===== config.mk =====
export PLATFORM = sky130hd
export DESIGN_NAME = pc_unit_flat
export DESIGN_NICKNAME = d
export VERILOG_FILES = /design/src/rtl/pc_unit_if.sv /design/src/rtl/pc_unit.sv /design/src/flat_wrapper.sv
export SDC_FILE = /design/constraint.sdc
export NUM_CORES = 1
export LEC_CHECK = 0
export BUFFER_PORTS_ARGS = -buffer_cell sky130_fd_sc_hd__buf_2
export CAP_MARGIN = 20
export CELL_PAD_IN_SITES_DETAIL_PLACEMENT = 0
export CELL_PAD_IN_SITES_GLOBAL_PLACEMENT = 2
export CORE_ASPECT_RATIO = 0.8
export CORE_MARGIN = 5
export CORE_UTILIZATION = 29
export CTS_CLUSTER_SIZE = 40
export DETAILED_ROUTE_END_ITERATION = 6
export GPL_ROUTABILITY_DRIVEN = 0
export PLACE_DENSITY_LB_ADDON = 0.1
export SLEW_MARGIN = 20
export SYNTH_ARGS = -nofsm -noshare
export SYNTH_HDL_FRONTEND = slang
export SYNTH_SLANG_ARGS = --single-unit

===== constraint.sdc =====
create_clock -name clk -period 4.01 [get_ports clk]
set_input_delay 0.802 -clock clk [delete_from_list [all_inputs] [get_ports clk]]
set_output_delay 0.802 -clock clk [all_outputs]
set_load 0.03 [all_outputs]

===== src/rtl/pc_unit_if.sv =====
// pc_unit_if: fetch-side bundle for the program-counter unit.
// The master (fetch/pipeline control) drives the control inputs, and the
// slave (pc_unit) returns the PC, EPC, boot status and return-address stack view.
interface pc_unit_if #(
    parameter int WIDTH     = 32,
    parameter int RAS_DEPTH = 4
);
    localparam int CW = $clog2(RAS_DEPTH) + 1;

    logic             stall;
    logic             redirect_valid;
    logic [WIDTH-1:0] redirect_target;
    logic             exc;
    logic             call;
    logic             ret;
    logic [WIDTH-1:0] pc_out;
    logic [WIDTH-1:0] pc_next;
    logic [WIDTH-1:0] epc;
    logic             busy;
    logic [WIDTH-1:0] ras_top;
    logic             ras_valid;
    logic [CW-1:0]    ras_count;

    modport master (
        output stall, redirect_valid, redirect_target, exc, call, ret,
        input  pc_out, pc_next, epc, busy, ras_top, ras_valid, ras_count
    );

    modport slave (
        input  stall, redirect_valid, redirect_target, exc, call, ret,
        output pc_out, pc_next, epc, busy, ras_top, ras_valid, ras_count
    );
endinterface


===== src/rtl/pc_unit.sv =====
// pc_unit: program counter for the head of the fetch stage.
// Next-PC priority in RUN is exc > redirect > stall > sequential increment.
// A BOOT state holds the reset vector for BOOT_CYCLES cycles after reset.
// The EPC register captures pc_out whenever an exception is taken.
// Optional feature macro: PC_RAS_EN. When it is defined, a circular
// return-address stack is built. When it is undefined, the ras_* outputs are tied to zero.
module pc_unit #(
    parameter int               WIDTH        = 32,
    parameter logic [WIDTH-1:0] RESET_VECTOR = {WIDTH{1'b0}},
    parameter logic [WIDTH-1:0] EXC_VECTOR   = WIDTH'(32'd4),
    parameter logic [WIDTH-1:0] INC          = WIDTH'(32'd1),
    parameter int               BOOT_CYCLES  = 2,
    parameter int               RAS_DEPTH    = 4
) (
    input  logic      clk,
    input  logic      rst,
    pc_unit_if.slave  bus
);
    localparam int CW  = $clog2(RAS_DEPTH) + 1;
    localparam int BCW = (BOOT_CYCLES > 1) ? $clog2(BOOT_CYCLES) : 1;
    localparam logic [BCW-1:0] BOOT_LAST = BCW'(BOOT_CYCLES - 1);

    typedef enum logic [0:0] {
        ST_BOOT = 1'b0,
        ST_RUN  = 1'b1
    } state_t;

    state_t           state_r;
    state_t           state_nx_s;
    logic [BCW-1:0]   boot_cnt_r;
    logic [BCW-1:0]   boot_cnt_nx_s;
    logic [WIDTH-1:0] pc_r;
    logic [WIDTH-1:0] pc_next_s;
    logic [WIDTH-1:0] epc_r;
    logic             epc_load_s;
    logic             advance_s;

    // FSM state and boot counter registers
    always_ff @(posedge clk or posedge rst) begin
        if (rst) begin
            state_r    <= ST_BOOT;
            boot_cnt_r <= {BCW{1'b0}};
        end else begin
            state_r    <= state_nx_s;
            boot_cnt_r <= boot_cnt_nx_s;
        end
    end

    // Next-state logic and next-PC priority selection
    always_comb begin
        state_nx_s    = state_r;
        boot_cnt_nx_s = boot_cnt_r;
        pc_next_s     = pc_r;
        epc_load_s    = 1'b0;
        advance_s     = 1'b0;
        case (state_r)
            ST_BOOT: begin
                // The counter is left at its last value after BOOT; it is not used in RUN.
                if (boot_cnt_r == BOOT_LAST) begin
                    state_nx_s = ST_RUN;
                end else begin
                    boot_cnt_nx_s = boot_cnt_r + BCW'(1'b1);
                end
            end
            ST_RUN: begin
                if (bus.exc) begin
                    pc_next_s  = EXC_VECTOR;
                    epc_load_s = 1'b1;
                end else if (bus.redirect_valid) begin
                    pc_next_s = bus.redirect_target;
                end else if (bus.stall) begin
                    pc_next_s = pc_r;
                end else begin
                    pc_next_s = pc_r + INC;
                    advance_s = 1'b1;
                end
            end
            default: begin
                state_nx_s = ST_BOOT;
            end
        endcase
    end

    // PC and exception-PC registers
    always_ff @(posedge clk or posedge rst) begin
        if (rst) begin
            pc_r  <= RESET_VECTOR;
            epc_r <= {WIDTH{1'b0}};
        end else begin
            pc_r <= pc_next_s;
            if (epc_load_s) begin
                epc_r <= pc_r;
            end
        end
    end

    assign bus.pc_out  = pc_r;
    assign bus.pc_next = pc_next_s;
    assign bus.epc     = epc_r;
    assign bus.busy    = (state_r == ST_BOOT);

`ifdef PC_RAS_EN
    localparam int PW = $clog2(RAS_DEPTH);

    logic [WIDTH-1:0] ras_mem_r [RAS_DEPTH];
    logic [PW-1:0]    ras_sp_r;        // slot that the next push writes
    logic [CW-1:0]    ras_cnt_r;
    logic [PW-1:0]    ras_top_idx_s;
    logic [WIDTH-1:0] ret_addr_s;
    logic             push_s;
    logic             pop_s;
    logic             repl_s;

    assign ret_addr_s    = pc_r + INC;
    assign ras_top_idx_s = ras_sp_r - PW'(1'b1);

    // Decode call/ret into stack operations, gated by a sequential advance
    always_comb begin
        push_s = 1'b0;
        pop_s  = 1'b0;
        repl_s = 1'b0;
        if (advance_s) begin
            if (bus.call && bus.ret) begin
                if (ras_cnt_r == {CW{1'b0}}) begin
                    push_s = 1'b1;
                end else begin
                    repl_s = 1'b1;
                end
            end else if (bus.call) begin
                push_s = 1'b1;
            end else if (bus.ret) begin
                if (ras_cnt_r != {CW{1'b0}}) begin
                    pop_s = 1'b1;
                end else begin
                    pop_s = 1'b0;
                end
            end else begin
                push_s = 1'b0;
            end
        end else begin
            push_s = 1'b0;
        end
    end

    // Stack pointer and occupancy; a push onto a full stack overwrites the oldest entry
    always_ff @(posedge clk or posedge rst) begin
        if (rst) begin
            ras_sp_r  <= {PW{1'b0}};
            ras_cnt_r <= {CW{1'b0}};
        end else if (push_s) begin
            ras_sp_r <= ras_sp_r + PW'(1'b1);
            if (ras_cnt_r != CW'(RAS_DEPTH)) begin
                ras_cnt_r <= ras_cnt_r + CW'(1'b1);
            end
        end else if (pop_s) begin
            ras_sp_r  <= ras_sp_r - PW'(1'b1);
            ras_cnt_r <= ras_cnt_r - CW'(1'b1);
        end
    end

    // Return-address storage (occupancy masks stale slots, so no reset is needed)
    always_ff @(posedge clk) begin
        if (push_s) begin
            ras_mem_r[ras_sp_r] <= ret_addr_s;
        end else if (repl_s) begin
            ras_mem_r[ras_top_idx_s] <= ret_addr_s;
        end
    end

    assign bus.ras_count = ras_cnt_r;
    assign bus.ras_valid = (ras_cnt_r != {CW{1'b0}});
    assign bus.ras_top   = (ras_cnt_r != {CW{1'b0}}) ? ras_mem_r[ras_top_idx_s] : {WIDTH{1'b0}};
`else
    logic unused_ras_s;
    assign unused_ras_s  = bus.call ^ bus.ret ^ advance_s;
    assign bus.ras_count = {CW{1'b0}};
    assign bus.ras_valid = 1'b0;
    assign bus.ras_top   = {WIDTH{1'b0}};
`endif

endmodule


===== src/flat_wrapper.sv =====
// flat-port wrapper written by rule: the top's interface ports become plain ports
module pc_unit_flat 
#(
    parameter int               WIDTH        = 32,
    parameter logic [WIDTH-1:0] RESET_VECTOR = {WIDTH{1'b0}},
    parameter logic [WIDTH-1:0] EXC_VECTOR   = WIDTH'(32'd4),
    parameter logic [WIDTH-1:0] INC          = WIDTH'(32'd1),
    parameter int               BOOT_CYCLES  = 2,
    parameter int               RAS_DEPTH    = 4
)
  (clk, rst, bus_stall, bus_redirect_valid, bus_redirect_target, bus_exc, bus_call, bus_ret, bus_pc_out, bus_pc_next, bus_epc, bus_busy, bus_ras_top, bus_ras_valid, bus_ras_count);
  pc_unit_if #(.WIDTH(WIDTH), .RAS_DEPTH(RAS_DEPTH)) bus_i ();
  input  logic clk;
  input  logic rst;
  input wire logic [$bits(bus_i.stall)-1:0] bus_stall;
  input wire logic [$bits(bus_i.redirect_valid)-1:0] bus_redirect_valid;
  input wire logic [$bits(bus_i.redirect_target)-1:0] bus_redirect_target;
  input wire logic [$bits(bus_i.exc)-1:0] bus_exc;
  input wire logic [$bits(bus_i.call)-1:0] bus_call;
  input wire logic [$bits(bus_i.ret)-1:0] bus_ret;
  output wire logic [$bits(bus_i.pc_out)-1:0] bus_pc_out;
  output wire logic [$bits(bus_i.pc_next)-1:0] bus_pc_next;
  output wire logic [$bits(bus_i.epc)-1:0] bus_epc;
  output wire logic [$bits(bus_i.busy)-1:0] bus_busy;
  output wire logic [$bits(bus_i.ras_top)-1:0] bus_ras_top;
  output wire logic [$bits(bus_i.ras_valid)-1:0] bus_ras_valid;
  output wire logic [$bits(bus_i.ras_count)-1:0] bus_ras_count;
  assign bus_i.stall = bus_stall;
  assign bus_i.redirect_valid = bus_redirect_valid;
  assign bus_i.redirect_target = bus_redirect_target;
  assign bus_i.exc = bus_exc;
  assign bus_i.call = bus_call;
  assign bus_i.ret = bus_ret;
  assign bus_pc_out = bus_i.pc_out;
  assign bus_pc_next = bus_i.pc_next;
  assign bus_epc = bus_i.epc;
  assign bus_busy = bus_i.busy;
  assign bus_ras_top = bus_i.ras_top;
  assign bus_ras_valid = bus_i.ras_valid;
  assign bus_ras_count = bus_i.ras_count;
  pc_unit #(.WIDTH(WIDTH), .RESET_VECTOR(RESET_VECTOR), .EXC_VECTOR(EXC_VECTOR), .INC(INC), .BOOT_CYCLES(BOOT_CYCLES), .RAS_DEPTH(RAS_DEPTH)) u_core (.clk(clk), .rst(rst), .bus(bus_i));
endmodule

Yosys cells after proc, flatten, opt, wreduce, memory -nomap -nowiden
Index checks and enable logic that the tools add are counted.
- $add $sub $neg: 2
- mux-type cells: 9
- bitwise gates (word level): 1
- operators with widths (cell ; count):
    $mux 32 ; 4
    $add 32x1->32 const B ; 1
    $mux 1 ; 5
    $add 1x1->1 const B ; 1
    $not 1->1 ; 1
- flip-flop bits (word level): 66
- input port bits: 39
- output and inout port bits: 133
- logic and storage cells: 16

Longest topological paths before layout
Gate-level depths: netlist of the first run.
- word-level depth: 5
- gate-level depth with buffers: 7
- depth with buffers taken out: 6

Least setup slack after synthesis of the first run
No wires, ideal clock.
- path type: input-to-output
- from: input port bus_exc
- to: output port bus_pc_next[26]
- arrival time: 2.820 ns
- setup slack: 0.388 ns
- stages: 4
- path buffers: 1
- cell sequence: nand2b_1 -> clkbuf_1 -> or3_2 -> o311ai_0
- longest elaborated chain between the ends: 2
- RTL lines (what ; line ; RTL):
    start: declaration ; flat_wrapper.sv:18 ; input wire logic [$bits(bus_i.exc)-1:0] bus_exc;
    $mux 32 ; pc_unit.sv:66 ; if (bus.exc) begin
    $mux 32 ; pc_unit.sv:56 ; case (state_r)
    end: declaration ; flat_wrapper.sv:22 ; output wire logic [$bits(bus_i.pc_next)-1:0] bus_pc_next;
Every way passes these cells.

Worst setup path after layout of the first run
- from: input port bus_redirect_valid
- to: output port bus_pc_next[17]
- longest elaborated chain between the ends: 3
- RTL lines (what ; line ; RTL):
    start: declaration ; flat_wrapper.sv:16 ; input wire logic [$bits(bus_i.redirect_valid)-1:0] bus_redirect_valid;
    $mux 32 ; pc_unit.sv:69 ; end else if (bus.redirect_valid) begin
    $mux 32 ; pc_unit.sv:66 ;
    $mux 32 ; pc_unit.sv:56 ;
Every way passes these cells.

==> metrics.cfg, run 1 <==
[detailed_routing]
via_per_inst=5.01
drt_iter0_drc=268
wl_per_cell_um=18.3
drc=0
routed_wl_um=12500
vias=3405
drtPass1Iterations=4
antenna_left=0

[die]
row_count=36
fp.dieH_um=111
core_um2=12300
die_area_um2=15000
pin_count=172
start_util=0.298
die_w_um=136

[job]
drv_cap=0

[grt]
grt_overflow_total=0
grt_pass1_vias=3354
grtUsageTotal=0.163
antenna_found_initial=1
grt_pass1_wl_um=19200
grt_max_degree=49

[pwr]
seqPwrFrac=0.379
internal_power_mw=1.37
power_frac_comb=0.191
power_mw=2.00
max-vdd-ir-drop_uv=165
powerDensity_nw_per_um2=425
clkPwrFrac=0.430
power.switching_uw=629
swShare=0.314
leakagePower_nw=2.34

[clock_network]
hold_buffers=0
cts_tree=yes
post_cts_resized=0
clock-sinks=66
root_buffer=clkbuf_16
postCtsSetupBuffers=0
cts_buffers=9
path_clk_slew_ns=0.06
cts_buffer_depth=2
clock_latency_ns=0.33
htreeDepth=3

[synthesis]
synth_top_area_share=0.450
synth_flop_cell=dfrtp_1
yosys_warnings=0
synth.distinct_cells=57
synth_area_um2=3670
ys_ff_latch=66
yosys.area.top_type=dfrtp_1
syn_area_per_cell_um2=9.81
synth_area_leaders=dfrtp_1 (45%), mux2_2 (9.2%), buf_4 (7.4%), a21oi_1 (3.4%), o21ai_0 (3.4%)
synth_edf_count=0
ys_async_sr_fraction=1.00
syn_inst=374
ys_seq_area_frac=0.450

[placed_design]
dp_hpwl_um=9170
post_dp_cell_area_um2=4390
port_buffers=133
dp_cells=663

[timing]
slew_viol_final=0
finalCritPeriodShare=0.857
hold_ws_ns=0.461
hold_violations=0
tightest_slew_ns=0.877
skew_ns=0.00541
maxSlewHeadroom=0.414
setup_tns_ns=0
fmax_mhz=291
setup_violations=0
fin_crit_ns=3.44
rsz0062_at_grt=false

[layout]
layout.nets=543
layout-drive-gt1-share=0.400
final_area_um2=4710
num_antenna_cells=0
area_growth_pct=28.4
fin_cells=679

[critical_path]
cp.required_ns=3.21
crit_path_end_kind=output pin
path_class=in -> out
worstSetupStartpointType=input pin
arrival_ns=2.64
worstPathMaxFanout=22

[status]
status=complete, no violations

[min_path]
hold_path_class=reg -> reg

[area by class of cell]
| class | instances | area, um^2 |
|---|---|---|
| fill | 1281 | 7580 |
| multi-input combinational | 278 | 1770 |
| sequential | 66 | 1650 |
| timing repair buffer | 142 | 733 |
| clock buffer | 11 | 243 |
| tap | 171 | 214 |
| clock inverter | 5 | 77.6 |
| inverter | 6 | 23.8 |
[flip-flops by register name, summed over array words and instances (netlist names)]
name	count
u_core.bus.epc	32
u_core.bus.pc_out	32
u_core.state_r	1
u_core.boot_cnt_r	1
[routing by layer]
layer	vias up	global-route usage	part of all wire	routed length, um
met1	1673	0.234	0.49	6110
met3	17	0.0564	0.088	1100
met2	143	0.237	0.41	5110
li1	1570	-	-	-
met5	-	0	0.00056	7
met4	2	0.0363	0.011	134
[Yosys cell counts (10+ instances only)]
cell type,number
mux2_2,30
clkbuf_1,19
nand3_1,15
dfrtp_1,66
nand2_1,31
a21oi_1,25
nand4_1,10
nor2_1,10
o21ai_0,25
nor3_1,11
nor4_1,13
buf_4,36
[worst max-delay path, stage by stage]
cell	delay, ns
buf_2	0.24
or2_2	0.46
nand2_1	0.47
nand2_1	0.10
a31o_2	0.22
o21ai_0	0.09
buf_2	0.24
[layout by cell type, fill, tap and decap left out, types with 3 or more instances in the layout]
| master | instances |
|---|---|
| o2bb2ai_1 | 6 |
| nor2_1 | 10 |
| clkbuf_16 | 9 |
| buf_2 | 133 |
| o211ai_1 | 4 |
| nand2b_1 | 3 |
| and3_1 | 7 |
| nor4_1 | 13 |
| dfrtp_1 | 66 |
| inv_1 | 5 |
| o311ai_0 | 5 |
| nand4_1 | 10 |
| nor3_1 | 11 |
| clkinv_2 | 3 |
| a21oi_1 | 25 |
| mux2_2 | 30 |
| buf_4 | 9 |
| conb_1 | 36 |
| nand3_1 | 15 |
| nand2_1 | 30 |
| o21ai_0 | 25 |
[power by group through the flow]
| stage | combinational [mW] | clock, mW | sequential [mW] |
|---|---|---|---|
| floorplan | 0.209 | 0 | 0.850 |
| global placement | 0.386 | 0 | 0.769 |
| detailed placement | 0.387 | 0 | 0.771 |
| CTS | 0.387 | 0.887 | 0.759 |
| global route | 0.410 | 0.917 | 0.768 |
| finish | 0.383 | 0.861 | 0.760 |
[through the flow]
stage                util  setup WS (ns)
finish              0.383          0.572
CTS                 0.383          0.568
global route        0.383          0.354
detailed placement  0.357          0.573
global placement    0.357          0.556
floorplan               -          0.388
[final timing paths]
| check | start | end | slack [ns] | depth (start not counted) |
|---|---|---|---|---|
| min in group asynchronous | rst | u_core.bus.pc_out[5] | 0.62 | 2 |
| max in group asynchronous | rst | u_core.bus.pc_out[12] | 2.62 | 3 |
| hold / removal | u_core.boot_cnt_r | u_core.boot_cnt_r | 0.46 | 1 |
| setup reg to reg | u_core.bus.pc_out[15] | u_core.bus.pc_out[26] | 1.92 | 4 |
| hold reg to reg | u_core.boot_cnt_r | u_core.boot_cnt_r | 0.46 | 1 |
| setup / recovery | bus_redirect_valid | bus_pc_next[17] | 0.57 | 7 |
[cells by family after synthesis]
kind of cell	Yosys count	synth area share
simple gates	123	0.194
compound gates	83	0.143
flops	66	0.450
buf+inv	65	0.104
mux	32	0.0975
xor+xnor	3	0.00716
fa+ha+maj	1	0.00341
other cells	1	0.00102
Power figures use the tool's default switching activity.
==> inputs of run 2 (changes only) <==
--- a/config.mk
+++ b/config.mk
@@ -12,6 +12,7 @@
 export CORE_ASPECT_RATIO = 0.8
 export CORE_MARGIN = 5
 export CORE_UTILIZATION = 29
+export CTS_BUF_LIST = sky130_fd_sc_hd__clkbuf_16
 export CTS_CLUSTER_SIZE = 40
 export DETAILED_ROUTE_END_ITERATION = 6
 export GPL_ROUTABILITY_DRIVEN = 0
==> run 2 against run 1 <==
Compared with the run above: critical endpoint unchanged; core utilization is 0.081 points lower; highest routed layer unchanged; worst setup slack better by 0.0022 ns; combinational power hardly changed; total power is 1.2% lower; fmax hardly changed; critical path depth stayed put; flip-flop and latch count stayed put.
==> metrics.cfg, run 2 (synthesis gave the netlist of run 1 again) <==
[status]
status=complete, no violations

[min_path]
hold_path_class=reg -> reg
worst_hold_path.num_cells=1

[job]
drv_cap=0

[detailed_routing]
vias=3383
drc=0
via_per_inst=4.98
antenna_left=0
drtPass1Iterations=4
wl_per_cell_um=18.3
routed_wl_um=12500
drt_iter0_drc=260

[timing]
slew_viol_final=0
tightest_slew_ns=0.886
hold_violations=0
fmax_mhz=291
finalCritPeriodShare=0.857
maxSlewHeadroom=0.407
setup_violations=0
setup_tns_ns=0
skew_ns=0.00482
rsz0062_at_grt=false
fin_crit_ns=3.44

[clock_network]
cts_buffers=9
clock_latency_ns=0.33
clock-sinks=66
cts_buffer_depth=2
path_clk_slew_ns=0.06
root_buffer=clkbuf_16
cts_tree=yes
htreeDepth=3
postCtsSetupBuffers=0
post_cts_resized=0
hold_buffers=0

[pwr]
powerDensity_nw_per_um2=421
power.switching_uw=628
power_mw=1.98
internal_power_mw=1.35
leakagePower_nw=2.34
power_frac_comb=0.193
clkPwrFrac=0.423
seqPwrFrac=0.384
swShare=0.317
max-vdd-ir-drop_uv=166

[grt]
grt_pass1_wl_um=19300
antenna_found_initial=1
grt_pass1_vias=3377
grtUsageTotal=0.164
grt_max_degree=49
grt_overflow_total=0

[die]
die_w_um=136
start_util=0.298
core_um2=12300
die_area_um2=15000
fp.dieH_um=111
pin_count=172
row_count=36

[placed_design]
dp_hpwl_um=9170
port_buffers=133
post_dp_cell_area_um2=4390
dp_cells=663

[layout]
layout.cells.most_common_list=buf_2 (133), dfrtp_1 (66), conb_1 (36), mux2_2 (30), nand2_1 (30)
final_area_um2=4700
layout.nets=543
fin_cells=679
area_growth_pct=28.1
num_antenna_cells=0
final_common_cell=buf_2
final_core_util=0.382
layout-drive-gt1-share=0.398

[critical_path]
cp.required_ns=3.21
arrival_ns=2.63
path_class=in -> out
ff2ff_path_depth=4
crit_path_end_kind=output pin
worstSetupStartpointType=input pin
worstPathMaxFanout=22

-- run 2: final cells by class --
cell class	count	area, um^2
Tap cell	171	214
Clock inverter	7	85.1
Sequential cell	66	1650
Fill cell	1283	7590
Inverter	6	23.8
Clock buffer	9	225
Timing Repair Buffer	142	733
Multi-Input combinational cell	278	1770
-- run 2: per-layer routing --
metal | wire length, um | vias to the layer above | global-route usage
li1 | - | 1569 | -
met2 | 5110 | 147 | 0.237
met1 | 6060 | 1648 | 0.235
met5 | 7 | - | 0
met3 | 1140 | 17 | 0.0559
met4 | 134 | 2 | 0.0363
-- run 2: power by group through the flow --
stage                     logic (mW)  clock network [mW]  registers, mW
after floorplan                0.209                   0          0.850
after global placement         0.386                   0          0.769
after detailed placement       0.387                   0          0.771
after CTS                      0.387               0.864          0.759
after global routing           0.410               0.894          0.768
final                          0.383               0.837          0.759
-- run 2: per-stage QoR --
step                hold WS, ns  worst slack [ns]
finish                    0.460             0.574
global route              0.480             0.354
CTS                       0.462             0.568
detailed placement        0.445             0.573
global placement          0.437             0.556
floorplan                 0.425             0.388
-- run 2: path summary, 6_finish.rpt --
path	start	end	slack, ns
setup reg to reg	u_core.bus.pc_out[11]	u_core.bus.pc_out[25]	1.91
min in group asynchronous	rst	u_core.bus.pc_out[3]	0.62
hold reg to reg	u_core.boot_cnt_r	u_core.boot_cnt_r	0.46
max in group asynchronous	rst	u_core.bus.pc_out[12]	2.62
setup / recovery	bus_redirect_valid	bus_pc_next[17]	0.57
hold / removal	u_core.boot_cnt_r	u_core.boot_cnt_r	0.46
-- run 2: critical path: stages --
cell     delay [ns]
buf_2          0.24
or2_2          0.46
nand2_1        0.47
nand2_1        0.10
a31o_2         0.22
o21ai_0        0.09
buf_2          0.24
==> inputs of run 3 (changes only) <==
--- a/config.mk
+++ b/config.mk
@@ -7,16 +7,14 @@
 export LEC_CHECK = 0
 export BUFFER_PORTS_ARGS = -buffer_cell sky130_fd_sc_hd__buf_2
 export CAP_MARGIN = 20
-export CELL_PAD_IN_SITES_DETAIL_PLACEMENT = 0
-export CELL_PAD_IN_SITES_GLOBAL_PLACEMENT = 2
 export CORE_ASPECT_RATIO = 0.8
 export CORE_MARGIN = 5
-export CORE_UTILIZATION = 29
+export CORE_UTILIZATION = 51
 export CTS_BUF_LIST = sky130_fd_sc_hd__clkbuf_16
 export CTS_CLUSTER_SIZE = 40
 export DETAILED_ROUTE_END_ITERATION = 6
 export GPL_ROUTABILITY_DRIVEN = 0
-export PLACE_DENSITY_LB_ADDON = 0.1
+export PLACE_DENSITY = 0.87
 export SLEW_MARGIN = 20
 export SYNTH_ARGS = -nofsm -noshare
 export SYNTH_HDL_FRONTEND = slang
==> run 3 against run 2 <==
Compared with the run above: hold slack improved by 0.0018 ns; register-to-register slack got worse by 0.23 ns; clock power barely moved; non-clock buffer count fell by 1; sequential power barely moved; routed wire length fell by 11%; final area fell by 2.3%; worst setup slack got worse by 0.17 ns.
==> metrics.cfg, run 3 (synthesis gave the netlist of run 1 again) <==
[timing]
rsz0062_at_grt=false
fmax_mhz=277
setup_tns_ns=0
fin_crit_ns=3.61
maxSlewHeadroom=0.400
finalCritPeriodShare=0.899
setup_violations=0
skew_ns=0.00601
hold_violations=0
slew_viol_final=0
tightest_slew_ns=0.899

[clock_network]
post_cts_resized=0
postCtsSetupBuffers=0
clock_latency_ns=0.33
cts_buffer_depth=2
cts_buffers=9
htreeDepth=3
root_buffer=clkbuf_16
hold_buffers=0
clock-sinks=66
path_clk_slew_ns=0.06
cts_tree=yes

[die]
fp.dieH_um=85.9
die_w_um=105
start_util=0.527
core_um2=6960
pin_count=172
row_count=27
die_area_um2=9000

[detailed_routing]
met2_length_um=5290
wl_per_cell_um=18.6
via_per_inst=5.76
antenna_left=0
vias=3424
routed_wl_um=11100
drt_iter0_drc=244
drc=0
drtPass1Iterations=5
wl_met3_um=1160
top_layer=met4
wl_met1_um=4470

[placed_design]
dp_cells=578
port_buffers=133
post_dp_cell_area_um2=4280
dp_hpwl_um=8090

[layout]
layout.cells.most_common_list=buf_2 (133), dfrtp_1 (66), conb_1 (36), nand2_1 (31), mux2_2 (30)
fin_cells=594
layout.nets=542
layout-drive-gt1-share=0.394
final_core_util=0.660
area_growth_pct=25.2
final_common_cell=buf_2
fillers=572
num_antenna_cells=0
final_area_um2=4600

[pwr]
powerDensity_nw_per_um2=431
internal_power_mw=1.36
clkPwrFrac=0.424
power_frac_comb=0.193
leakagePower_nw=2.34
swShare=0.314
power.switching_uw=623
max-vdd-ir-drop_uv=215
seqPwrFrac=0.384

[critical_path]
worstSetupStartpointType=flop
ff2ff_path_depth=6
slowest_delay_ns=0.48
r2r-end=u_core.bus.pc_out[12]
crit_path_end_kind=output pin
endpoint=bus_pc_next[12]
arrival_ns=2.80
crit_path_cell_trace=ha_1 > and3b_1 > nand4_1 > nor4b_1 > a21oi_1 > o21ai_0 > buf_2
path_class=reg -> out
r2r_start=u_core.bus.pc_out[0]
worstPathMaxFanout=11
cp.required_ns=3.21
slowest_stage=dfrtp_1
startpoint=u_core.bus.pc_out[0]
rrSetupSlack_ns=1.68

[grt]
grt_max_degree=53
grt_overflow_total=0
grt_pass1_vias=3509
grtUsageTotal=0.244
antenna_found_initial=0
grt_pass1_wl_um=18000

[min_path]
hold_path_class=reg -> reg

[status]
status=complete, no violations

[job]
drv_cap=0

run 3: final cells by class:
class / instances / area, um^2 / area share
multi-input cells: 278 / 1770 / 0.384
inverters: 6 / 23.8 / 0.00517
clock buffers: 9 / 225 / 0.0490
clock inverters: 7 / 93.8 / 0.0204
well taps: 87 / 109 / 0.0237
flip-flops and latches: 66 / 1650 / 0.359
repair buffers: 141 / 726 / 0.158
run 3: worst min path at each step:
stage	end	cells past startpoint	slack, ns	startpoint
2_1_floorplan	u_core.boot_cnt_r	1	0.43	u_core.boot_cnt_r
3_3_place_gp	u_core.state_r	1	0.44	u_core.boot_cnt_r
3_5_place_dp	u_core.boot_cnt_r	1	0.45	u_core.boot_cnt_r
4_1_cts	u_core.state_r	1	0.46	u_core.boot_cnt_r
5_1_grt	u_core.state_r	1	0.47	u_core.boot_cnt_r
6_report	u_core.state_r	1	0.46	u_core.boot_cnt_r
run 3: critical path: cells and delay by family (launching register included):
kind / cells / cell delay, ns
AND/OR/NAND/NOR: 3 / 1.21
flip-flops: 1 / 0.48
AO/OA/AOI/OAI: 2 / 0.31
buffers and inverters: 1 / 0.25
adder cells (fa/ha/maj): 1 / 0.23
run 3: layer usage:
| layer | GRT usage | up-vias |
|---|---|---|
| li1 | - | 1569 |
| met1 | 0.317 | 1640 |
| met2 | 0.389 | 191 |
| met3 | 0.0910 | 24 |
| met4 | 0.0604 | 0 |
| met5 | 0 | - |
run 3: per-stage QoR:
stage,power (mW),hold slack (ns),worst slack (ns)
2_1_floorplan,1.06,0.425,0.388
3_3_place_gp,1.14,0.437,0.581
3_5_place_dp,1.15,0.448,0.553
4_1_cts,1.99,0.460,0.491
5_1_grt,2.06,0.475,0.208
6_report,1.98,0.462,0.403
run 3: power groups by stage:
stage / combinational [mW] / clock [mW] / sequential (mW)
detailed placement: 0.382 / 0 / 0.770
CTS: 0.383 / 0.847 / 0.758
global route: 0.405 / 0.893 / 0.767
floorplan: 0.209 / 0 / 0.850
finish: 0.382 / 0.840 / 0.760
global placement: 0.376 / 0 / 0.765
